**src/rtl/manchester_pkg.sv**
```systemverilog
// Shared types and threshold helpers for the Manchester symbol decision stage.
// Defaults of the threshold functions correspond to 16 samples per bit.
package manchester_pkg;

  localparam int SUM_W = 5;

  typedef enum logic [1:0] {
    HUNT   = 2'd0,
    LOCKED = 2'd1,
    FADE   = 2'd2
  } state_t;

  // Highest in-phase mismatch sum still decided as a 1.
  function automatic int low_th(input int n_samp = 16);
    return n_samp / 4;
  endfunction

  // Lowest in-phase mismatch sum decided as a 0.
  function automatic int high_th(input int n_samp = 16);
    return n_samp - n_samp / 4;
  endfunction

  function automatic int mid_th(input int n_samp = 16);
    return n_samp / 2;
  endfunction

endpackage

```
**src/rtl/mdec_classify.sv**
```systemverilog
// Combinational symbol classifier: in-phase sum gives bit/erasure,
// quadrature sum gives the phase-adjust direction for good symbols.
module mdec_classify #(
  parameter int N_SAMP = 16,
  parameter int SUM_W  = manchester_pkg::SUM_W,
  parameter int Q_TH   = 2
) (
  input  logic [SUM_W-1:0] isum,
  input  logic [SUM_W-1:0] qsum,
  output logic             good,
  output logic             bit_val,
  output logic             adv,
  output logic             ret
);
  import manchester_pkg::*;

  localparam int L = low_th(N_SAMP);
  localparam int H = high_th(N_SAMP);
  localparam int M = mid_th(N_SAMP);

  logic q_hi;
  logic q_lo;

  always_comb begin
    good    = 1'b0;
    bit_val = 1'b0;
    adv     = 1'b0;
    ret     = 1'b0;
    q_hi    = int'(qsum) > (M + Q_TH);
    q_lo    = int'(qsum) < (M - Q_TH);
    if (int'(isum) <= L) begin
      good    = 1'b1;
      bit_val = 1'b1;
    end else if (int'(isum) >= H) begin
      good    = 1'b1;
    end
    // A 0 symbol has the inverted half-bit order, so the correction flips.
    if (good) begin
      adv = bit_val ? q_hi : q_lo;
      ret = bit_val ? q_lo : q_hi;
    end
  end

endmodule

```
**src/rtl/manchester_decide.sv**
```systemverilog
// Symbol decision and lock tracking: registers decided bits, phase-adjust
// pulses and lock state once per bit period; clears the convolution sums.
module manchester_decide #(
  parameter int N_SAMP = 16,
  parameter int SUM_W  = manchester_pkg::SUM_W,
  parameter int Q_TH   = 2,
  parameter int LOCK_N = 4
) (
  input  logic             clk,
  input  logic             reset,
  input  logic             enable,
  input  logic             sym_end,
  input  logic [SUM_W-1:0] isum,
  input  logic [SUM_W-1:0] qsum,
  output logic             conv_clr,
  output logic             bit_out,
  output logic             bit_valid,
  output logic             adj_adv,
  output logic             adj_ret,
  output logic             locked,
  output logic [7:0]       erase_cnt
);
  import manchester_pkg::*;

  localparam int CNT_W = $clog2(LOCK_N + 1);

  state_t           state_reg, state_next;
  logic [CNT_W-1:0] good_cnt_reg, good_cnt_next;
  logic [7:0]       erase_cnt_reg, erase_cnt_next;
  logic             bit_out_reg, bit_out_next;
  logic             bit_valid_reg, bit_valid_next;
  logic             adv_reg, adv_next;
  logic             ret_reg, ret_next;

  logic sym_evt;
  logic c_good, c_bit, c_adv, c_ret;

  assign sym_evt  = enable & sym_end;
  assign conv_clr = reset | sym_evt;

  mdec_classify #(
    .N_SAMP (N_SAMP),
    .SUM_W  (SUM_W),
    .Q_TH   (Q_TH)
  ) u_classify (
    .isum    (isum),
    .qsum    (qsum),
    .good    (c_good),
    .bit_val (c_bit),
    .adv     (c_adv),
    .ret     (c_ret)
  );

  always_ff @(posedge clk) begin
    if (reset) begin
      state_reg     <= HUNT;
      good_cnt_reg  <= '0;
      erase_cnt_reg <= '0;
      bit_out_reg   <= 1'b0;
      bit_valid_reg <= 1'b0;
      adv_reg       <= 1'b0;
      ret_reg       <= 1'b0;
    end else begin
      state_reg     <= state_next;
      good_cnt_reg  <= good_cnt_next;
      erase_cnt_reg <= erase_cnt_next;
      bit_out_reg   <= bit_out_next;
      bit_valid_reg <= bit_valid_next;
      adv_reg       <= adv_next;
      ret_reg       <= ret_next;
    end
  end

  always_comb begin
    state_next     = state_reg;
    good_cnt_next  = good_cnt_reg;
    erase_cnt_next = erase_cnt_reg;
    bit_out_next   = bit_out_reg;
    bit_valid_next = 1'b0;
    adv_next       = 1'b0;
    ret_next       = 1'b0;
    if (sym_evt) begin
      // Adjusts run in every state so the counter can pull in while hunting.
      adv_next = c_adv;
      ret_next = c_ret;
      if (!c_good && erase_cnt_reg != 8'hFF)
        erase_cnt_next = erase_cnt_reg + 8'd1;
      case (state_reg)
        HUNT: begin
          if (!c_good) begin
            good_cnt_next = '0;
          end else if (good_cnt_reg == CNT_W'(LOCK_N - 1)) begin
            state_next    = LOCKED;
            good_cnt_next = '0;
          end else begin
            good_cnt_next = good_cnt_reg + 1'b1;
          end
        end
        LOCKED: begin
          if (c_good) begin
            bit_valid_next = 1'b1;
            bit_out_next   = c_bit;
          end else begin
            state_next = FADE;
          end
        end
        FADE: begin
          if (c_good) begin
            state_next     = LOCKED;
            bit_valid_next = 1'b1;
            bit_out_next   = c_bit;
          end else begin
            state_next    = HUNT;
            good_cnt_next = '0;
          end
        end
        default: state_next = HUNT;
      endcase
    end
  end

  assign bit_out   = bit_out_reg;
  assign bit_valid = bit_valid_reg;
  assign adj_adv   = adv_reg;
  assign adj_ret   = ret_reg;
  assign locked    = (state_reg == LOCKED);
  assign erase_cnt = erase_cnt_reg;

endmodule
```
**config.mk**
```make
export PLATFORM = sky130hd
export DESIGN_NAME = manchester_decide
export DESIGN_NICKNAME = d
export VERILOG_FILES = /design/src/rtl/manchester_pkg.sv /design/src/rtl/mdec_classify.sv /design/src/rtl/manchester_decide.sv
export SDC_FILE = /design/constraint.sdc
export NUM_CORES = 1
export LEC_CHECK = 0
export BUFFER_PORTS_ARGS = -buffer_cell sky130_fd_sc_hd__buf_2
export CORE_UTILIZATION = 49
export CTS_CLUSTER_DIAMETER = 60
export DETAILED_ROUTE_END_ITERATION = 12
export PLACE_DENSITY = 0.77
export SLEW_MARGIN = 10
export SYNTH_ARGS = -nofsm -noshare
export SYNTH_HDL_FRONTEND = slang
export SYNTH_HIERARCHICAL = 1
export SYNTH_SLANG_ARGS = --single-unit
export TNS_END_PERCENT = 30
```
**constraint.sdc**
```tcl
create_clock -name clk -period 2 [get_ports clk]
set_clock_uncertainty 0.15 [all_clocks]
set_input_delay 0.4 -clock clk [delete_from_list [all_inputs] [get_ports clk]]
set_output_delay 0.4 -clock clk [all_outputs]
set_load 0.005 [all_outputs]
```
* Yosys cells after proc, flatten, opt, wreduce, memory -nomap -nowiden
Cells that the tools add are included.
Word-level totals: register bits after elaboration 17, input bits 14, output and inout bits 14, logic and storage cells 52
Operators by class: add/sub/neg operators 2, magnitude comparators 4, equal/unequal tests 8, muxes and demuxes 15, bitwise operators 5, reduce and logical (&&, ||, !) cells 11
Operator list (count):
- 3-bit 2-to-1 mux | 3
- 8-bit by 1-bit adder with 8-bit output (second input constant) | 1
- 2-bit inequality test (second input constant) | 4
- 8-bit inequality test (second input constant) | 1
- 1-bit 2-to-1 mux | 7
- 2-bit 2-to-1 mux | 3
- 2-bit one-hot mux with 3 select lines | 1
- 3-bit one-hot mux with 2 select lines | 1
- 3-bit AND reduction | 2
- 3-bit OR reduction | 2
- 5-bit by 4-bit greater-or-equal comparator with 1-bit output (second input constant) | 1
- 5-bit by 4-bit greater-than comparator with 1-bit output (second input constant) | 1
- 5-bit by 3-bit less-or-equal comparator with 1-bit output (second input constant) | 1
- 5-bit by 3-bit less-than comparator with 1-bit output (second input constant) | 1
- 4-bit AND reduction | 1
- 3-bit by 1-bit adder with 3-bit output (second input constant) | 1
- 3-bit by 2-bit == test with 1-bit output (second input constant) | 1
- 1-bit NOT | 3
- 2-bit by 1-bit == test with 1-bit output (second input constant) | 1
- 2-bit == test (second input constant) | 1
- 2-bit zero test | 1
- 2-bit AND reduction | 1
- 2-bit nonzero test | 1
- 2-bit OR reduction | 1
- other kinds (4) | 4

* Longest topological paths before layout
depth after elaboration 6, mapped depth 7, depth with buffers taken out 7

* Hierarchy
The synthesis kept the hierarchy.
By module, submodules not included:
- manchester_decide | instances 1, cells each 92, area an instance 848.3 sq um, sequential area each 340.3 sq um
- mdec_classify | instances 1, cells each 11, area an instance 58.8 sq um, sequential area each 0.0 sq um

* Worst setup path before layout
No wires, ideal clock.
path type input -> register, start input port isum[2], end register erase_cnt_reg[7], in the netlist erase_cnt[7], arrival time 1.605 ns, setup slack 0.174 ns, stages 6, buffers on the path 0, cells stage by stage a21oi_1 nand2_1 and3b_2 o211ai_4 or3_1 a21oi_1
Between the ends: longest elaborated chain between the ends 6, elaborated cells between the ends (all ways) 7, those cells by class order compare: 2; mux: 2; reduce/logical: 3
Ends and longest elaborated chain:
- start: declaration | line manchester_decide.sv:13 | input logic [SUM_W-1:0] isum,
- 5-bit by 4-bit greater-or-equal comparator with 1-bit output | line mdec_classify.sv:34 | end else if (int'(isum) >= H) begin
- 1-bit 2-to-1 mux | line mdec_classify.sv:34
- 1-bit 2-to-1 mux * | line mdec_classify.sv:31 | if (int'(isum) <= L) begin
- via c_good | line manchester_decide.sv:36 | logic c_good, c_bit, c_adv, c_ret;
- 1-bit zero test *
- 1-bit logical AND * | line manchester_decide.sv:86 | if (!c_good && erase_cnt_reg != 8'hFF)
- 2-bit AND reduction (no source line) *
- end signal: assignment | line manchester_decide.sv:66 | erase_cnt_reg <= erase_cnt_next;
- end: declaration | line manchester_decide.sv:29 | logic [7:0] erase_cnt_reg, erase_cnt_next;
The timed path passes the listed nets; every way through them passes the cells marked *. A chain may end at the register's enable or synchronous reset.

* Final worst setup path
start register state_reg[0], end register good_cnt_reg[2]
Between the ends: longest elaborated chain between the ends 3, elaborated cells between the ends (all ways) 6, those cells by class eq/ne: 2; mux: 1; reduce/logical: 3
Ends and longest elaborated chain:
- start: declaration | line manchester_decide.sv:27 | state_t state_reg, state_next;
- start signal: assignment | line manchester_decide.sv:64 | state_reg <= state_next;
- 2-bit == test or 2-bit zero test (tied branches) | line manchester_decide.sv:88 | case (state_reg)
- 2-bit inequality test (no source line) or 2-bit nonzero test (tied branches)
- 3-bit AND reduction (no source line)
- end signal: assignment | line manchester_decide.sv:65 | good_cnt_reg <= good_cnt_next;
- end: declaration | line manchester_decide.sv:28 | logic [CNT_W-1:0] good_cnt_reg, good_cnt_next;
Parallel ways exist; a longest one is shown, timed or not.

==> results.yml <==
worst_setup_path:
  crit_type: "reg -> reg"
  critical_path_buf_inv_count: 1
  ff2ff_setup_slack_ps: 270
  crit-reg2reg-launch: "state_reg[0]$_SDFFE_PP0P_"
  crit_path_max_fanout: 5
  cp_slowest_stage_delay_ps: 430
  cp_data_arrival_time_ps: 1780
  crit_path_cell_trace: "inv_1 -> ha_1 -> nand2b_1 -> a21oi_1 -> o21ai_0 -> and3b_1"
  end_kind: "flip-flop"
  worstSetupStartpointType: "flip-flop"
  worstPathRequired_ps: 2040
  path_delay_family: "flip-flops"
  slowest_stage: "dfxtp_1"
  setup.worst_path.start: "state_reg[0]$_SDFFE_PP0P_"
placed_design:
  portBuffers: 27
  routabilityCongestion: 0.821
  dp_worst_setup_slack_ps: -9.17
  hpwl_um: 1390
  dp.cells: 158
die:
  pin_count: 28
  die_w_um: 45.0
  rows: 15
  die_area_um2: 2030
  core_um2: 1730
  fp.dieH_um: 45.0
  start_util: 0.525
routing:
  ant_nets: 0
  wl_per_cell_um: 11.1
  drtPass1Iterations: 4
  drt_iter0_drc: 7
  routed_wl_um: 1800
  via_count: 830
  drc_errors: 0
  post_drt_via_cell_ratio: 5.12
timing:
  rsz0062_at_grt: "false"
  post-route-period-util: 0.867
  relSlewSlack: 0.792
  hold_violations: 0
  tightestPinTransition_ps: 311
  clock.fmax_ghz: 0.577
  finalSetupViolations: 0
  drv_slew: 0
  fin_crit_ps: 1730
  worst_slack_ps: 267
power_and_ir_drop:
  p_per_area_nw_per_um2: 528
  irDropWorstVdd_mv: 0.297
  p_leak_nw: 0.527
  total_power_uw: 597
layout:
  diodes: 0
  final_nets: 160
  largest_register_ffs: 8
  syn2layout_area_growth_pct: 24.7
  fin_util: 0.655
  instances_no_fill: 162
  drive_above_1_share: 0.292
min_path:
  hp-class: "reg -> reg"
  hp-start: "bit_out$_SDFFE_PP0P_"
synth:
  ys_warn_count: 6
  ys_types: 30
  ys_ff_latch: 17
  yosysSeqAreaShare: 0.375
  syn_area_per_cell_um2: 8.81
  syn_inst: 103
  netlist_area_um2: 907
  syn-num-nets: 125
run:
  max_cap_violations: 0
run_status:
  status: "finished, final reports clean"
clocking:
  post_cts_resized: 0
  path_clk_slew_ps: 100
  numClockSinks: 17
  htreeDepth: 1
  tritoncts: "yes"
  numCtsBuffers: 3
  cts_root_buf: "clkbuf_4"
  clockBufferDepth: 2
  insertion_delay_ps: 300
  cts_setup_buffers: 0
  hold_buffers: 0
global_routing:
  overflow: 0
  grt_pass1_wl_um: 2890
  grt.total_usage: 0.195
  grt_max_degree: 18
  antenna_found_initial: 0
  first_global_vias: 736
area by class of cell:
cell class	count	area [um2]
Sequential cell	17	340
Inverter	3	11.3
Fill cell	166	596
Tap cell	25	31.3
Clock inverter	1	5.00
Multi-Input combinational cell	81	548
Timing Repair Buffer	32	173
Clock buffer	3	22.5
worst paths after layout:
check | endpoint | cells after the start
worst min-delay path | bit_out$_SDFFE_PP0P_ | 2
worst max register to register | good_cnt_reg[2]$_SDFFE_PP0P_ | 6
worst max-delay path | good_cnt_reg[2]$_SDFFE_PP0P_ | 6
worst min register to register | bit_out$_SDFFE_PP0P_ | 2
through the flow:
step	setup TNS, ps	cell area [um2]	hold slack [ps]
floorplan	0	907	300
global placement	0	1100	311
detailed placement	-9.17	1100	319
CTS	0	1130	336
global route	0	1130	352
finish	0	1130	334
power breakdown:
group / switching [mW] / internal (mW) / total (mW)
logic: 0.0314 / 0.0312 / 0.0626
registers: 0.00282 / 0.342 / 0.345
clock network: 0.115 / 0.0745 / 0.189
cells in the final DEF, fill, tap and decap left out, types with 2 or more instances in the layout:
cell	n
o22ai_1	2
buf_2	27
nor2_1	13
dfxtp_1	17
nor3_1	3
nand2b_1	4
a21oi_1	9
o21ai_0	5
ha_1	8
nand3_1	2
nor3b_1	2
xor2_1	3
inv_1	3
buf_4	5
nand3b_1	2
mux2i_1	4
clkbuf_4	3
nand4_1	2
or3_1	2
nand2_1	8
cells by family after synthesis:
family / Yosys count / share of synthesized area
adder cells (fa/ha/maj): 8 / 0.110
buffers and inverters: 5 / 0.0207
AND/OR/NAND/NOR: 44 / 0.259
multiplexers: 4 / 0.0441
AO/OA/AOI/OAI: 21 / 0.152
flip-flops: 17 / 0.375
XOR/XNOR: 4 / 0.0386
synthesized netlist by cell type:
| cell | number | area [um2] |
|---|---|---|
| xnor2_1 | 1 | 8.76 |
| and3_1 | 1 | 6.26 |
| or3_1 | 2 | 12.5 |
| nor2b_1 | 1 | 6.26 |
| and3b_1 | 1 | 8.76 |
| nor2_1 | 13 | 48.8 |
| nand2_1 | 8 | 30.0 |
| a21o_1 | 1 | 7.51 |
| o22ai_1 | 2 | 12.5 |
| o21ai_2 | 1 | 8.76 |
| a221oi_1 | 1 | 8.76 |
| mux2i_1 | 4 | 40.0 |
| o21ai_0 | 5 | 25.0 |
| a21oi_1 | 9 | 45.0 |
| and3b_2 | 1 | 10.0 |
| nand3_1 | 2 | 10.0 |
| nor3_1 | 3 | 15.0 |
| nand4_1 | 2 | 12.5 |
| clkbuf_1 | 2 | 7.51 |
| nand2b_1 | 4 | 25.0 |
| o211ai_4 | 1 | 21.3 |
| inv_1 | 3 | 11.3 |
| nor3b_1 | 2 | 15.0 |
| nand3b_1 | 2 | 15.0 |
| dfxtp_1 | 17 | 340 |
| xor2_1 | 3 | 26.3 |
| a211o_1 | 1 | 8.76 |
| and4bb_2 | 1 | 12.5 |
| or2b_1 | 1 | 7.51 |
| ha_1 | 8 | 100 |
per-layer routing:
layer	part of all wire	up-vias	track usage	wire length [um]
li1	-	430	-	-
met1	0.45	369	0.220	807
met4	0.014	0	0.0909	26
met5	0	-	0	0
met3	0.052	4	0.0400	93
met2	0.49	27	0.348	873
tightest hold or removal path: stages (launching register included):
cell	delay, ps
dfxtp_1	320
o21ai_0	70
a21oi_1	60
Power figures use the tool's default switching activity.
